File: config.mk
export PLATFORM = sky130hd
export DESIGN_NAME = crc_stream_engine
export DESIGN_NICKNAME = d
export VERILOG_FILES = /design/src/rtl/crc_stream_engine.sv
export SDC_FILE = /design/constraint.sdc
export NUM_CORES = 1
export LEC_CHECK = 0
export ABC_CLOCK_PERIOD_IN_PS = 1800
export BUFFER_PORTS_ARGS = -buffer_cell sky130_fd_sc_hd__buf_2
export CORE_MARGIN = 2
export CORE_UTILIZATION = 30
export DETAILED_ROUTE_END_ITERATION = 8
export GPL_ROUTABILITY_DRIVEN = 1
export PLACE_DENSITY_LB_ADDON = 0.2
export SKIP_CTS_REPAIR_TIMING = 1
export SLEW_MARGIN = 10
export SYNTH_ARGS = -nofsm -noshare
export SYNTH_HDL_FRONTEND = slang
export SYNTH_SLANG_ARGS = --single-unit
File: constraint.sdc
create_clock -name clk -period 1.8 [get_ports clk]
set_input_delay 0.27 -clock clk [delete_from_list [all_inputs] [get_ports clk]]
set_output_delay 0.27 -clock clk [all_outputs]
set_load 0.005 [all_outputs]
File: src/rtl/crc_stream_engine.sv
// crc_stream_engine: streaming CRC generator/checker
// Folds BPC bits per clock of each accepted beat into a CRC_W LFSR.
module crc_stream_engine #(
    parameter int               CRC_W  = 32,
    parameter int               DATA_W = 32,
    parameter int               BPC    = 1,
    parameter logic [CRC_W-1:0] INIT   = {CRC_W{1'b1}},
    parameter logic [CRC_W-1:0] XOROUT = {CRC_W{1'b1}},
    parameter bit               REFIN  = 1'b0,
    parameter bit               REFOUT = 1'b0
) (
    input  logic              clk,
    input  logic              rst,
    input  logic [CRC_W:0]    poly_i,
    input  logic              in_valid,
    output logic              in_ready,
    input  logic [DATA_W-1:0] in_data,
    input  logic              in_last,
    input  logic [CRC_W-1:0]  crc_exp_i,
    output logic [CRC_W-1:0]  crc_o,
    output logic              crc_valid,
    output logic              ok_o,
    output logic              busy
);

    localparam int STEPS = DATA_W / BPC;
    localparam int CNT_W = $clog2(STEPS + 1);

    typedef enum logic [1:0] {
        S_IDLE,
        S_SHIFT,
        S_WAIT,
        S_FINAL
    } state_t;

    state_t             state_q;
    state_t             state_d;
    logic [CRC_W-1:0]   lfsr_q;
    logic [CRC_W-1:0]   lfsr_step;
    logic [CRC_W-1:0]   poly_q;
    logic [DATA_W-1:0]  shreg_q;
    logic               last_q;
    logic [CRC_W-1:0]   exp_q;
    logic [CNT_W-1:0]   cnt_q;
    logic [CRC_W-1:0]   crc_q;
    logic               ok_q;
    logic               valid_q;
    logic [CRC_W-1:0]   final_crc;
    logic               xfer;
    logic               in_shift;
    logic               in_final;
    logic               shift_done;
    logic               unused_poly_top;

    function automatic logic [DATA_W-1:0] rev_d(
        input logic [DATA_W-1:0] x
    );
        logic [DATA_W-1:0] r;
        for (int i = 0; i < DATA_W; i++) begin
            r[i] = x[DATA_W-1-i];
        end
        return r;
    endfunction

    function automatic logic [CRC_W-1:0] rev_c(
        input logic [CRC_W-1:0] x
    );
        logic [CRC_W-1:0] r;
        for (int i = 0; i < CRC_W; i++) begin
            r[i] = x[CRC_W-1-i];
        end
        return r;
    endfunction

    // The top polynomial term is implied, so the MSB of poly_i is never used.
    assign unused_poly_top = poly_i[CRC_W];

    assign xfer       = in_valid & in_ready;
    assign in_shift   = (state_q == S_SHIFT);
    assign in_final   = (state_q == S_FINAL);
    assign shift_done = in_shift && (cnt_q == CNT_W'(STEPS - 1));
    assign in_ready   = (state_q == S_IDLE) || (state_q == S_WAIT);
    assign busy       = (state_q != S_IDLE);
    assign crc_o      = crc_q;
    assign ok_o       = ok_q;
    assign crc_valid  = valid_q;

    assign final_crc = (REFOUT ? rev_c(lfsr_q) : lfsr_q) ^ XOROUT;

    // State register.
    always_ff @(posedge clk or negedge rst) begin
        if (!rst) begin
            state_q <= S_IDLE;
        end else begin
            state_q <= state_d;
        end
    end

    // Next-state: a beat shifts for STEPS cycles, then waits or finalises.
    always_comb begin
        state_d = state_q;
        unique case (state_q)
            S_IDLE:  if (xfer) state_d = S_SHIFT;
            S_SHIFT: if (shift_done) state_d = last_q ? S_FINAL : S_WAIT;
            S_WAIT:  if (xfer) state_d = S_SHIFT;
            S_FINAL: state_d = S_IDLE;
            default: state_d = S_IDLE;
        endcase
    end

    // Unrolled BPC-bit LFSR step, taking beat bits from the top of shreg.
    always_comb begin
        logic fb;
        fb        = 1'b0;
        lfsr_step = lfsr_q;
        for (int i = 0; i < BPC; i++) begin
            fb        = lfsr_step[CRC_W-1] ^ shreg_q[DATA_W-1-i];
            lfsr_step = {lfsr_step[CRC_W-2:0], 1'b0}
                      ^ (fb ? poly_q : '0);
        end
    end

    // Datapath: latch beats, advance the LFSR, publish the final result.
    always_ff @(posedge clk or negedge rst) begin
        if (!rst) begin
            lfsr_q  <= INIT;
            poly_q  <= '0;
            shreg_q <= '0;
            last_q  <= 1'b0;
            exp_q   <= '0;
            cnt_q   <= '0;
            crc_q   <= '0;
            ok_q    <= 1'b0;
            valid_q <= 1'b0;
        end else begin
            valid_q <= 1'b0;
            unique case (1'b1)
                xfer: begin
                    shreg_q <= REFIN ? rev_d(in_data) : in_data;
                    last_q  <= in_last;
                    exp_q   <= crc_exp_i;
                    cnt_q   <= '0;
                    if (state_q == S_IDLE) begin
                        lfsr_q <= INIT;
                        poly_q <= poly_i[CRC_W-1:0];
                    end
                end
                in_shift: begin
                    lfsr_q  <= lfsr_step;
                    shreg_q <= shreg_q << BPC;
                    cnt_q   <= cnt_q + CNT_W'(1);
                end
                in_final: begin
                    crc_q   <= final_crc;
                    ok_q    <= (final_crc == exp_q);
                    valid_q <= 1'b1;
                end
                default: ;
            endcase
        end
    end

endmodule
==> flow_metrics.tcl <==
set metrics [dict create \
    startpoint_type "register" \
    required_ns 2.12 \
    cts_tree "done" \
    syn_area_mm2 0.007475 \
    peakVddDrop_uv 577.3 \
    synth_fp_nets 847 \
    most-common-layout-cells "nand2_1 (231), dfrtp_1 (139), buf_2 (134), nor2_1 (68), o21ai_0 (42)" \
    tightest_slew_ns 0.4456 \
    drt_iter0_markers 256 \
    setup_viol 0 \
    synth_cell_types 31 \
    layout_commonest_cell "nand2_1" \
    fin_nets 983 \
    holdPathStages 3 \
    wl_per_cell_um 15.81 \
    drive_above_1_share_pct 31.99 \
    endpoint_kind "register" \
    grt_pass1_wl_um 30990 \
    synth_ff_type "dfrtp_1" \
    power_density_mw_per_mm2 1811 \
    finalHoldViolations 0 \
    die_w_um 161.8 \
    ys_ff_latch 171 \
    rsz0062_at_grt "false" \
    path_cells "xnor2_1 -> nor4_1 -> nand4_1 -> o31ai_1" \
    antenna_found_initial 4 \
    routed_via_density 4.517 \
    ys_seq_area_share_pct 57.78 \
    post-dp-hpwl_um 13200 \
    reg2reg_depth 4 \
    fin_skew_ns 0.01481 \
    clk_latency_ns 0.43 \
    synth_edf_count 0 \
    cp_slowest_cell "dfstp_2" \
    path_clk_slew_ns 0.07 \
    grt_max_degree 97 \
    hold_path_class "input port to register" \
    fp.dieH_um 161.8 \
    ios 137 \
    fin_area_mm2 0.009233 \
    max_freq_ghz 0.6251 \
    wl_um 19320 \
    syn_to_final_growth_pct 23.52 \
    grtUsageTotal_pct 15.32 \
    worstPathArrival_ns 1.92 \
    finalPower_mw 16.72 \
    whs_ns 0.03413 \
    dr.pass1.iters 4 \
    drc_errors 0 \
    dpl_cell_area_mm2 0.008628 \
    vias 5520 \
    period_share_pct 88.87 \
    final_antenna_net_count 0 \
    initial_core_util_pct 30.65 \
    grt_overflow_total 0 \
    dieArea_mm2 0.02619 \
    cts_htree_levels 4 \
    dp_cells 1185 \
    rows 57 \
    cts_buffer_depth 2 \
    place.gp.congestion 0.7222 \
    grt_pass1_vias 5475 \
    crit_type "register to register" \
    max_cap_viol_count 0 \
    synthArstFlopShare_pct 100.0 \
    numCtsBuffers 17 \
    p_leak_nw 4.284 \
    root_buffer "clkbuf_16" \
    yosys_warnings 0 \
    cts.sinks 171 \
    maxSlewViolCount 0 \
    reg2reg_slack_ns 0.20 \
    syn_inst 745 \
    setup_tns_ns 0 \
    fin_crit_ns 1.600 \
    syn_avg_cell_area_um2 10.03 \
    core_area_mm2 0.02439 \
    status "completed" \
    io_buffer_count 135 \
    max_stage_delay_ns 0.57 \
    slew_headroom_pct 70.02 \
    crit_path_max_fanout 4 \
    instances_no_fill 1222 \
]
==> layout make-up <==
| type | instances | area, um2 |
|---|---|---|
| Antenna cell | 4 | 10.01 |
| Timing Repair Buffer | 159 | 964.7 |
| Sequential cell | 171 | 4319 |
| Clock buffer | 23 | 467.9 |
| Inverter | 2 | 7.507 |
| Multi-Input combinational cell | 530 | 2942 |
| Fill cell | 2519 | 15160 |
| Tap cell | 324 | 405.4 |
| Clock inverter | 9 | 116.4 |
==> per-layer routing <==
| layer | global-route usage [%] | vias up | share of wire [%] |
|---|---|---|---|
| li1 | - | 2715 | - |
| met1 | 20.83 | 2670 | 46 |
| met2 | 23.66 | 116 | 46 |
| met3 | 5.184 | 17 | 6.4 |
| met4 | 3.580 | 2 | 1.2 |
| met5 | 0 | - | 0.067 |
==> cells by family (layout without fill, tap and decap cells) <==
logic type,after synthesis,after routing,synth area share [%]
other,0,4,0
AOI/OAI and AO/OA,109,109,9.424
adders and majority gates,1,1,0.1674
DFF,171,171,57.78
xor gates and xnor gates,65,65,7.717
and+or+nand+nor,323,323,16.92
muxes,32,32,4.821
buffers and inverters,44,193,3.164
==> report_power, final <==
group / leakage (nW) / switching, mW / internal [mW]
sequential: 2.04 / 1.43 / 6.02
combinational: 1.96 / 2.82 / 2.72
clock: 0.282 / 1.60 / 2.13
==> path summary, 6_finish.rpt <==
kind | start | end
setup / recovery | lfsr_q[16]$_DFFE_PN1P_ | ok_o$_DFFE_PN0P_
hold / removal | crc_exp_i[8] | exp_q[8]$_DFFE_PN0P_
setup reg to reg | lfsr_q[16]$_DFFE_PN1P_ | ok_o$_DFFE_PN0P_
hold reg to reg | last_q$_DFFE_PN0P_ | last_q$_DFFE_PN0P_
max in group asynchronous | rst | lfsr_q[28]$_DFFE_PN1P_
min in group asynchronous | rst | poly_q[9]$_DFFE_PN0P_
==> through the flow <==
step	setup slack, ns	util (%)
final	0.2003	37.85
after global routing	0.1176	37.81
after CTS	0.1495	37.77
after detailed placement	0.1610	35.38
after global placement	0.1784	35.38
after floorplan	0.2807	-
==> cell usage after synthesis, types with 3 or more instances <==
library cell  number  area, um2
nand4_1            3      18.77
buf_6              6      67.56
a21oi_2           29      254.0
a21oi_1            3      15.01
buf_4              3      22.52
mux2_2            30      337.8
dfstp_2           32      840.8
buf_1              4      15.01
clkbuf_1          17      63.81
xnor2_1           31      271.5
xor2_1            33      289.0
nor4_1             7      43.79
nor2_1            69      259.0
dfrtp_1          139       3478
a31oi_1           32      200.2
nand3_1            3      15.01
nand2_1          233      874.6
buf_2             12      60.06
o21ai_0           42      210.2
==> registers in the layout, indices dropped and copies added, names as in the netlist <==
signal     flops
cnt_q          6
crc_o         32
crc_valid      1
exp_q         32
last_q         1
lfsr_q        32
ok_o           1
poly_q        32
shreg_q       32
state_q        2
==> critical path: cells and delay by family, from the launching register on <==
family / cells / cell delay (ns)
AO/OA/AOI/OAI: 1 / 0.25
XOR/XNOR: 1 / 0.09
flip-flops: 1 / 0.57
AND/OR/NAND/NOR: 2 / 0.60
Power figures use the tool's default switching activity.
